[config.mk]
export PLATFORM = sky130hd
export DESIGN_NAME = draw_num_multi
export DESIGN_NICKNAME = d
export VERILOG_FILES = /design/src/rtl/draw_num_multi.sv
export SDC_FILE = /design/constraint.sdc
export NUM_CORES = 1
export LEC_CHECK = 0
export ABC_AREA = 1
export BUFFER_PORTS_ARGS = -buffer_cell sky130_fd_sc_hd__buf_2
export CORE_ASPECT_RATIO = 1.4
export CORE_UTILIZATION = 61
export CTS_CLUSTER_DIAMETER = 80
export CTS_CLUSTER_SIZE = 10
export DETAILED_ROUTE_END_ITERATION = 16
export PLACE_DENSITY = 0.79
export SETUP_SLACK_MARGIN = 0.15
export SKIP_LAST_GASP = 1
export SYNTH_ARGS = -nofsm -noshare
export SYNTH_HDL_FRONTEND = slang
export SYNTH_SLANG_ARGS = --single-unit
[constraint.sdc]
create_clock -name clk -period 3.2 [get_ports clk]
set_clock_uncertainty 0.05 [all_clocks]
set_input_delay 0.32 -clock clk [delete_from_list [all_inputs] [get_ports clk]]
set_output_delay 0.32 -clock clk [all_outputs]
set_load 0.03 [all_outputs]
[src/rtl/draw_num_multi.sv]
// Seven-segment decimal overlay: converts value to BCD (double-dabble, VAL_W+1 busy cycles per frame)
// and renders DIGITS cells; render pipe is 2 cycles, runs every cycle, and has no backpressure.
module draw_num_multi #(
    parameter int DIGITS = 5,
    parameter int VAL_W  = 20,
    parameter int SEG_T  = 4,
    parameter int SEG_W  = 14,
    parameter int SEG_H  = 44,
    parameter int GAP    = 6
) (
    input  logic             clk,
    input  logic             reset,
    input  logic [VAL_W-1:0] value,
    input  logic             frame_start,
    input  logic             enable,
    input  logic [10:0]      x,
    input  logic [9:0]       y,
    input  logic [10:0]      countx,
    input  logic [9:0]       county,
    output logic             check,
    output logic             busy,
    output logic             overflow
);

    localparam int BW    = 4 * DIGITS;
    localparam int CW    = $clog2(VAL_W + 1);
    localparam int IW    = (DIGITS > 1) ? $clog2(DIGITS) : 1;
    localparam int PITCH = SEG_W + GAP;
    localparam int MID   = (SEG_H - SEG_T) / 2;

    function automatic logic [63:0] max_val(input int n);
        logic [63:0] p;
        p = 64'd1;
        for (int i = 0; i < n; i++) p = p * 64'd10;
        return p - 64'd1;
    endfunction

    localparam logic [63:0] MAXV = max_val(DIGITS);

    function automatic logic [6:0] seg_dec(input logic [3:0] n);
        case (n)                       // bit order {a,b,c,d,e,f,g}
            4'd0:    seg_dec = 7'b1111110;
            4'd1:    seg_dec = 7'b0110000;
            4'd2:    seg_dec = 7'b1101101;
            4'd3:    seg_dec = 7'b1111001;
            4'd4:    seg_dec = 7'b0110011;
            4'd5:    seg_dec = 7'b1011011;
            4'd6:    seg_dec = 7'b1011111;
            4'd7:    seg_dec = 7'b1110000;
            4'd8:    seg_dec = 7'b1111111;
            4'd9:    seg_dec = 7'b1111011;
            default: seg_dec = 7'b0000000;
        endcase
    endfunction

    typedef enum logic [1:0] {IDLE, SHIFT, COMMIT} state_t;

    state_t           state;
    logic [VAL_W-1:0] bin;
    logic [BW-1:0]    bcd;
    logic [BW-1:0]    bcd_adj;
    logic [BW-1:0]    disp;
    logic [CW-1:0]    cnt;
    logic             ovf_pend;

    always_comb begin
        bcd_adj = bcd;
        for (int i = 0; i < DIGITS; i++) begin
            if (bcd[4*i +: 4] >= 4'd5) bcd_adj[4*i +: 4] = bcd[4*i +: 4] + 4'd3;
        end
    end

    always_ff @(posedge clk) begin
        if (reset) begin
            state    <= IDLE;
            bin      <= '0;
            bcd      <= '0;
            disp     <= '0;
            cnt      <= '0;
            ovf_pend <= 1'b0;
            busy     <= 1'b0;
            overflow <= 1'b0;
        end else begin
            case (state)
                IDLE: begin
                    if (frame_start) begin
                        bin      <= value;
                        bcd      <= '0;
                        cnt      <= CW'(VAL_W);
                        ovf_pend <= 64'(value) > MAXV;
                        busy     <= 1'b1;
                        state    <= SHIFT;
                    end
                end
                SHIFT: begin
                    {bcd, bin} <= {bcd_adj[BW-2:0], bin, 1'b0};
                    cnt        <= cnt - CW'(1);
                    if (cnt == CW'(1)) state <= COMMIT;
                end
                COMMIT: begin
                    // Saturated display is all nines; the truncated BCD is meaningless then.
                    disp     <= ovf_pend ? {DIGITS{4'h9}} : bcd;
                    overflow <= ovf_pend;
                    busy     <= 1'b0;
                    state    <= IDLE;
                end
                default: state <= IDLE;
            endcase
        end
    end

    logic [3:0]        dig    [DIGITS];
    logic [11:0]       cell_lx[DIGITS];
    logic [DIGITS-1:0] cell_in;
    logic [12:0]       dy;

    assign dy = {3'b000, county} - {3'b000, y};

    // Bit 12 of each difference is the borrow, so cells off the right/bottom edge never match.
    for (genvar k = 0; k < DIGITS; k++) begin : g_cell
        logic [12:0] dx;
        assign dx         = {2'b00, countx} - ({2'b00, x} + 13'(k * PITCH));
        assign cell_in[k] = !dx[12] && !dy[12] && (dx[11:0] < 12'(SEG_W)) && (dy[11:0] < 12'(SEG_H));
        assign cell_lx[k] = dx[11:0];
        assign dig[k]     = disp[4*(DIGITS-1-k) +: 4];
    end

    logic [IW-1:0] idx_c;
    logic [11:0]   lx_c;

    always_comb begin
        idx_c = '0;
        lx_c  = '0;
        for (int k = DIGITS - 1; k >= 0; k--) begin
            if (cell_in[k]) begin
                idx_c = IW'(k);
                lx_c  = cell_lx[k];
            end
        end
    end

    logic          in1;
    logic [IW-1:0] idx1;
    logic [11:0]   lx1;
    logic [11:0]   ly1;

    always_ff @(posedge clk) begin
        if (reset) begin
            in1  <= 1'b0;
            idx1 <= '0;
            lx1  <= '0;
            ly1  <= '0;
        end else begin
            in1  <= enable && (|cell_in);
            idx1 <= idx_c;
            lx1  <= lx_c;
            ly1  <= dy[11:0];
        end
    end

    logic [DIGITS-1:0] lz;
    logic              zrun;
    logic [3:0]        nib;
    logic              blank;
    logic [6:0]        geo;

    always_comb begin
        zrun = 1'b1;
        lz   = '0;
        for (int k = 0; k < DIGITS; k++) begin
            zrun  = zrun && (dig[k] == 4'd0);
            lz[k] = zrun && (k != DIGITS - 1);
        end
        nib   = 4'd0;
        blank = 1'b0;
        for (int k = 0; k < DIGITS; k++) begin
            if (idx1 == IW'(k)) begin
                nib   = dig[k];
                blank = lz[k];
            end
        end
        geo[6] = ly1 < 12'(SEG_T);
        geo[5] = (lx1 >= 12'(SEG_W - SEG_T)) && (ly1 < 12'(MID + SEG_T));
        geo[4] = (lx1 >= 12'(SEG_W - SEG_T)) && (ly1 >= 12'(MID));
        geo[3] = ly1 >= 12'(SEG_H - SEG_T);
        geo[2] = (lx1 < 12'(SEG_T)) && (ly1 >= 12'(MID));
        geo[1] = (lx1 < 12'(SEG_T)) && (ly1 < 12'(MID + SEG_T));
        geo[0] = (ly1 >= 12'(MID)) && (ly1 < 12'(MID + SEG_T));
    end

    always_ff @(posedge clk) begin
        if (reset) check <= 1'b0;
        else       check <= in1 && !blank && (|(seg_dec(nib) & geo));
    end

endmodule

# Yosys cells after proc, flatten, opt, wreduce, memory -nomap -nowiden

Memory sizes are Yosys's and may differ from the RTL's.
Index checks and enable logic that the tools add are counted.

$add $sub $neg: 16
Multipliers: 0
Divide/modulo/power cells: 0
$lt $le $gt $ge: 18
Equality and inequality tests: 9
Shifts and indexed selects: 0
Muxes and demuxes: 37
Bitwise operators: 1
Reduce and logical (&&, ||, !) cells: 50

Operator list:

| cell                                                                   | count |
|---|---|
| 20-bit one-hot mux with 2 select lines                                 | 2 |
| 12-bit by 4-bit < comparator with 1-bit output, second input constant  | 5 |
| 12-bit two-way mux                                                     | 5 |
| 20-bit two-way mux                                                     | 3 |
| 11-bit by 12-bit subtractor with 13-bit output                         | 4 |
| 4-bit two-way mux                                                      | 9 |
| 1-bit logical AND                                                      | 26 |
| 11-bit by 6-bit adder with 12-bit output, second input constant        | 2 |
| 12-bit by 3-bit < comparator with 1-bit output, second input constant  | 2 |
| 4-bit by 3-bit >= comparator with 1-bit output, second input constant  | 5 |
| 20-bit by 17-bit > comparator with 1-bit output, second input constant | 1 |
| 4-bit by 2-bit adder with 4-bit output, second input constant          | 4 |
| 4-bit logical NOT                                                      | 4 |
| 11-bit by 5-bit adder with 12-bit output, second input constant        | 1 |
| 11-bit by 7-bit adder with 12-bit output, second input constant        | 1 |
| 12-bit by 4-bit >= comparator with 1-bit output, second input constant | 1 |
| 12-bit by 5-bit >= comparator with 1-bit output, second input constant | 1 |
| 12-bit by 6-bit >= comparator with 1-bit output, second input constant | 1 |
| 12-bit by 5-bit < comparator with 1-bit output, second input constant  | 1 |
| 12-bit by 6-bit < comparator with 1-bit output, second input constant  | 1 |
| 11-bit by 11-bit subtractor with 12-bit output                         | 1 |
| 10-bit by 10-bit subtractor with 11-bit output                         | 1 |
| 5-bit one-hot mux with 2 select lines                                  | 1 |
| 5-bit OR reduction                                                     | 2 |
| 25 further kinds                                                       | 47 |

Flip-flop bits (word level): 99
Latch bits: 0
RAM bits: 0
Bits in read-only memories: 112
Output and inout bits: 3
Logic and storage cells: 147
Memories: 1

Memory list:

| memory          | words | bits a word | rd ports | clocked after Yosys merged registers in | wr ports | line | text |
|---|---|---|---|---|---|---|---|
| (no name shown) | 16    | 7           | 1        | 0                                       | 0        | 41   | `case (n)` |

# Logic depth before layout (Yosys ltp)

Word-level depth: 11
Mapped depth: 25
Gate-level depth less buffers: 24

# Worst setup path before layout

OpenSTA, ideal clock, no wires.

Path type: input to register
From: input x[8]
To: register lx1[3]
Arrival: 2.423 ns
Data required time: 3.034 ns
Path slack: 0.611 ns
Stages on the path: 19
Buffers on the path: 1
Cells stage by stage: inv_1 > ha_1 > inv_1 > ha_1 > buf_12 > inv_1 > o21ai_2 > a21oi_2 > nand3_1 > nand2_1 > nand3_1 > nor2_2 > nand3_1 > nand3_1 > nand2_1 > inv_1 > nand2_1 > nand2_1 > a21oi_2

Cells in the longest elaborated chain, start to end: 11

RTL lines:

| element                                                                                                 | line | text |
|---|---|---|
| start, declared                                                                                         | 16   | `input logic [10:0] x,` |
| parallel branches: the longest is 10 deep, another holds 11-bit by 12-bit subtractor with 13-bit output | -    |  |
| 12-bit two-way mux *                                                                                    | 135  | `if (cell_in[k]) begin` |
| end signal, assigned                                                                                    | 156  | `lx1 <= lx_c;` |
| end, declared                                                                                           | 144  | `logic [11:0] lx1;` |

Mark *: on every way between the ends.
A chain may end at the register's enable or synchronous reset.

# Worst setup path after layout

From: input x[4]
To: register lx1[3]

The elaborated chain is that of the path after synthesis.

==> impl_metrics.json <==
{
  "die_area_sq_um": 12860,
  "path_class": "in -> reg",
  "fin_nets": 1408,
  "p_leak_uw": 0.004344,
  "first_iter_violations": 344,
  "total_power_uw": 3488,
  "cts_tree": "yes",
  "mostFrequentLayoutCells": "nand2_1, inv_1, nor2_1, nand3_1, dfxtp_1",
  "dieHeight_um": 133.8,
  "relSlewSlack_pct": 46.37,
  "worstHoldStart": "enable",
  "cp_max_fo": 8,
  "r2r_slack_ps": 780,
  "antenna_found_initial": 1,
  "ff2ff_path_depth": 16,
  "power_density_nw_per_um2": 413.6,
  "drcViolationCount": 0,
  "ys_seq_area_share_pct": 25.13,
  "syn_area_sq_um": 7567,
  "cts_max_level": 3,
  "grt-busiest-layer": "met2",
  "whs_path_depth": 3,
  "max_freq_ghz": 0.3589,
  "outcome": "finished clean",
  "slowest_stage": "fa_1",
  "first_pass_iters": 6,
  "post-dp-hpwl_um": 15570,
  "arrival_ps": 3010,
  "synth_area_leaders": "dfxtp_1, nand2_1, ha_1, inv_1, nor2_1",
  "finalHoldViolCount": 0,
  "worstMarginPinSlew_ps": 802.6,
  "clkTransAtPathRegs_ps": 70,
  "yosys_warnings": 0,
  "ys_types": 49,
  "min_to": "in1$_SDFF_PP0_",
  "crit_path_end_kind": "flop",
  "ant_nets": 0,
  "port_buffers": 68,
  "critPathLaunchType": "input port",
  "slew_viol_final": 0,
  "hp-class": "in -> reg",
  "yosysTopAreaCell": "dfxtp_1",
  "path_cells": "buf_2 > inv_1 > ha_1 > inv_1 > fa_1 > inv_1 > a21oi_2 > inv_1 > a21oi_1 > nand3_1 > nand2_1 > nand2_1 > nor2_1 > nand3_1 > nor2_4 > nand3_1 > nand2_1 > inv_1 > nand2_1 > nand2_1 > a21oi_2",
  "layout_setup_ws_ps": 414.1,
  "met3_usage_pct": 3.571,
  "clockRootBuffer": "clkbuf_16",
  "peakVddDrop_mv": 0.2635,
  "rsz0062_at_grt": "false",
  "drt-total-wl_um": 19310,
  "cap_violations": 0,
  "grt_pass1_wl_um": 32660,
  "period_needed_ps": 2786,
  "gp_congestion": 0.9432,
  "grt_pass1_vias": 7457,
  "setup_viol": 0,
  "syn2layout_area_growth_pct": 11.43,
  "synth_top_area_share_pct": 25.13,
  "cts_buffers": 9,
  "vias": 7809,
  "hold_buffers": 0,
  "rows": 47,
  "grtUsageTotal_pct": 31.73,
  "drive_above_1_share_pct": 10.14,
  "post-cts-setup-buffers": 0,
  "max_stage_delay_ps": 660,
  "critPathLaunch": "x[4]",
  "gr-total-overflow": 0,
  "io_pins": 69,
  "die_x_um": 96.13,
  "dpl_worst_slack_ps": 82.40,
  "coreArea_sq_um": 11940,
  "synthCells": 1185,
  "fin_crit_sh_pct": 87.06,
  "cts_sinks": 95,
  "cp.depth": 21,
  "yosys_register_bits": 95,
  "r2r-start": "idx1[2]$_SDFF_PP0_",
  "syn_avg_cell_area_sq_um": 6.386,
  "crit_family": "simple AND/OR/NAND/NOR gates",
  "final_common_cell": "nand2_1",
  "r2r_end": "check$_SDFF_PP0_",
  "viasPerCell": 5.499,
  "grt_max_degree": 34,
  "ctsResizeCount": 0,
  "worstPathRequired_ps": 3430,
  "wl_per_cell_um": 13.60,
  "cts_buffer_depth": 2,
  "clk_latency_ps": 340,
  "fin_tns_setup_ps": 0,
  "crit_buf_inv": 6,
  "use_met1_pct": 34.15,
  "start_util_pct": 63.39,
  "grt_util_met2_pct": 58.12
}
## through the flow
| stage | cell area [sq um] | hold WS (ps) | util, % | instances |
|---|---|---|---|---|
| 4_1_cts | 8429 | 133.1 | 70.61 | 1419 |
| 5_1_grt | 8432 | 137.3 | 70.63 | 1420 |
| 2_1_floorplan | 7594 | 377.4 | - | 1192 |
| 3_3_place_gp | 8138 | 396.4 | 68.17 | 1403 |
| 3_5_place_dp | 8138 | 400.8 | 68.17 | 1403 |
| 6_report | 8432 | 141.2 | 70.63 | 1420 |
## logic make-up after synthesis
| family | share of synthesized area [%] |
|---|---|
| AO/OA/AOI/OAI | 13.38 |
| AND/OR/NAND/NOR | 34.36 |
| buffers and inverters | 11.89 |
| XOR/XNOR | 2.199 |
| adder cells (fa/ha/maj) | 13.00 |
| other | 0.04956 |
| flip-flops | 25.13 |
## layer usage
metal	up-vias	part of all wire, %
met3	75	3.7
li1	4002	-
met1	3523	39
met5	-	0
met4	0	5.2
met2	209	52
## Yosys cell counts (all sizes together)
| library cell | n |
|---|---|
| nor3b | 1 |
| clkinv | 1 |
| xor2 | 17 |
| conb | 1 |
| o32ai | 19 |
| a31oi | 4 |
| nand4 | 26 |
| nand3 | 102 |
| o2111ai | 2 |
| or2 | 2 |
| a21oi | 64 |
| fa | 6 |
| o211ai | 2 |
| nor2 | 148 |
| ha | 69 |
| a22oi | 2 |
| nand3b | 6 |
| o21a | 1 |
| o221ai | 16 |
| nor3 | 10 |
| and2 | 2 |
| a221oi | 4 |
| o21bai | 3 |
| inv | 208 |
| xnor2 | 2 |
| o21ai | 37 |
| o22ai | 4 |
| dfxtp | 95 |
| nor4 | 8 |
| a21o | 2 |
| nand2 | 297 |
| and3 | 2 |
| buf | 5 |
| clkbuf | 17 |
## registers in the layout (all words and copies together), names as in the netlist
| name | count |
|---|---|
| bcd | 20 |
| bin | 20 |
| dig | 20 |
| lx1 | 11 |
| ly1 | 9 |
| cnt | 5 |
| idx1 | 3 |
| state | 2 |
| busy | 1 |
| check | 1 |
| in1 | 1 |
| overflow | 1 |
| ovf_pend | 1 |
## worst reg2reg max path: cells and delay by family (launching register included)
kind / cells / cell delay, ps
fa+ha+maj: 1 / 250
compound gates: 3 / 410
simple gates: 8 / 830
buf+inv: 4 / 430
flops: 1 / 380
## layout make-up
class / count / area, sq um
Antenna cell: 1 / 2.502
Clock buffer: 10 / 239.0
Clock inverter: 6 / 52.55
Fill cell: 1090 / 3506
Inverter: 209 / 784.5
Multi-Input combinational cell: 866 / 4792
Sequential cell: 95 / 1902
Tap cell: 147 / 183.9
Timing Repair Buffer: 86 / 475.5
## how the worst max path moves through the flow
stage	end
finish	lx1[3]$_SDFF_PP0_
global route	lx1[3]$_SDFF_PP0_
CTS	lx1[3]$_SDFF_PP0_
detailed placement	lx1[3]$_SDFF_PP0_
global placement	lx1[3]$_SDFF_PP0_
floorplan	lx1[3]$_SDFF_PP0_
## power breakdown
part	internal [uW]	total, uW	switching [uW]
registers	1260	1290	35.2
logic	409	1160	756
clock network	560	1030	472
total	2230	3490	1260
Power figures use the tool's default switching activity.
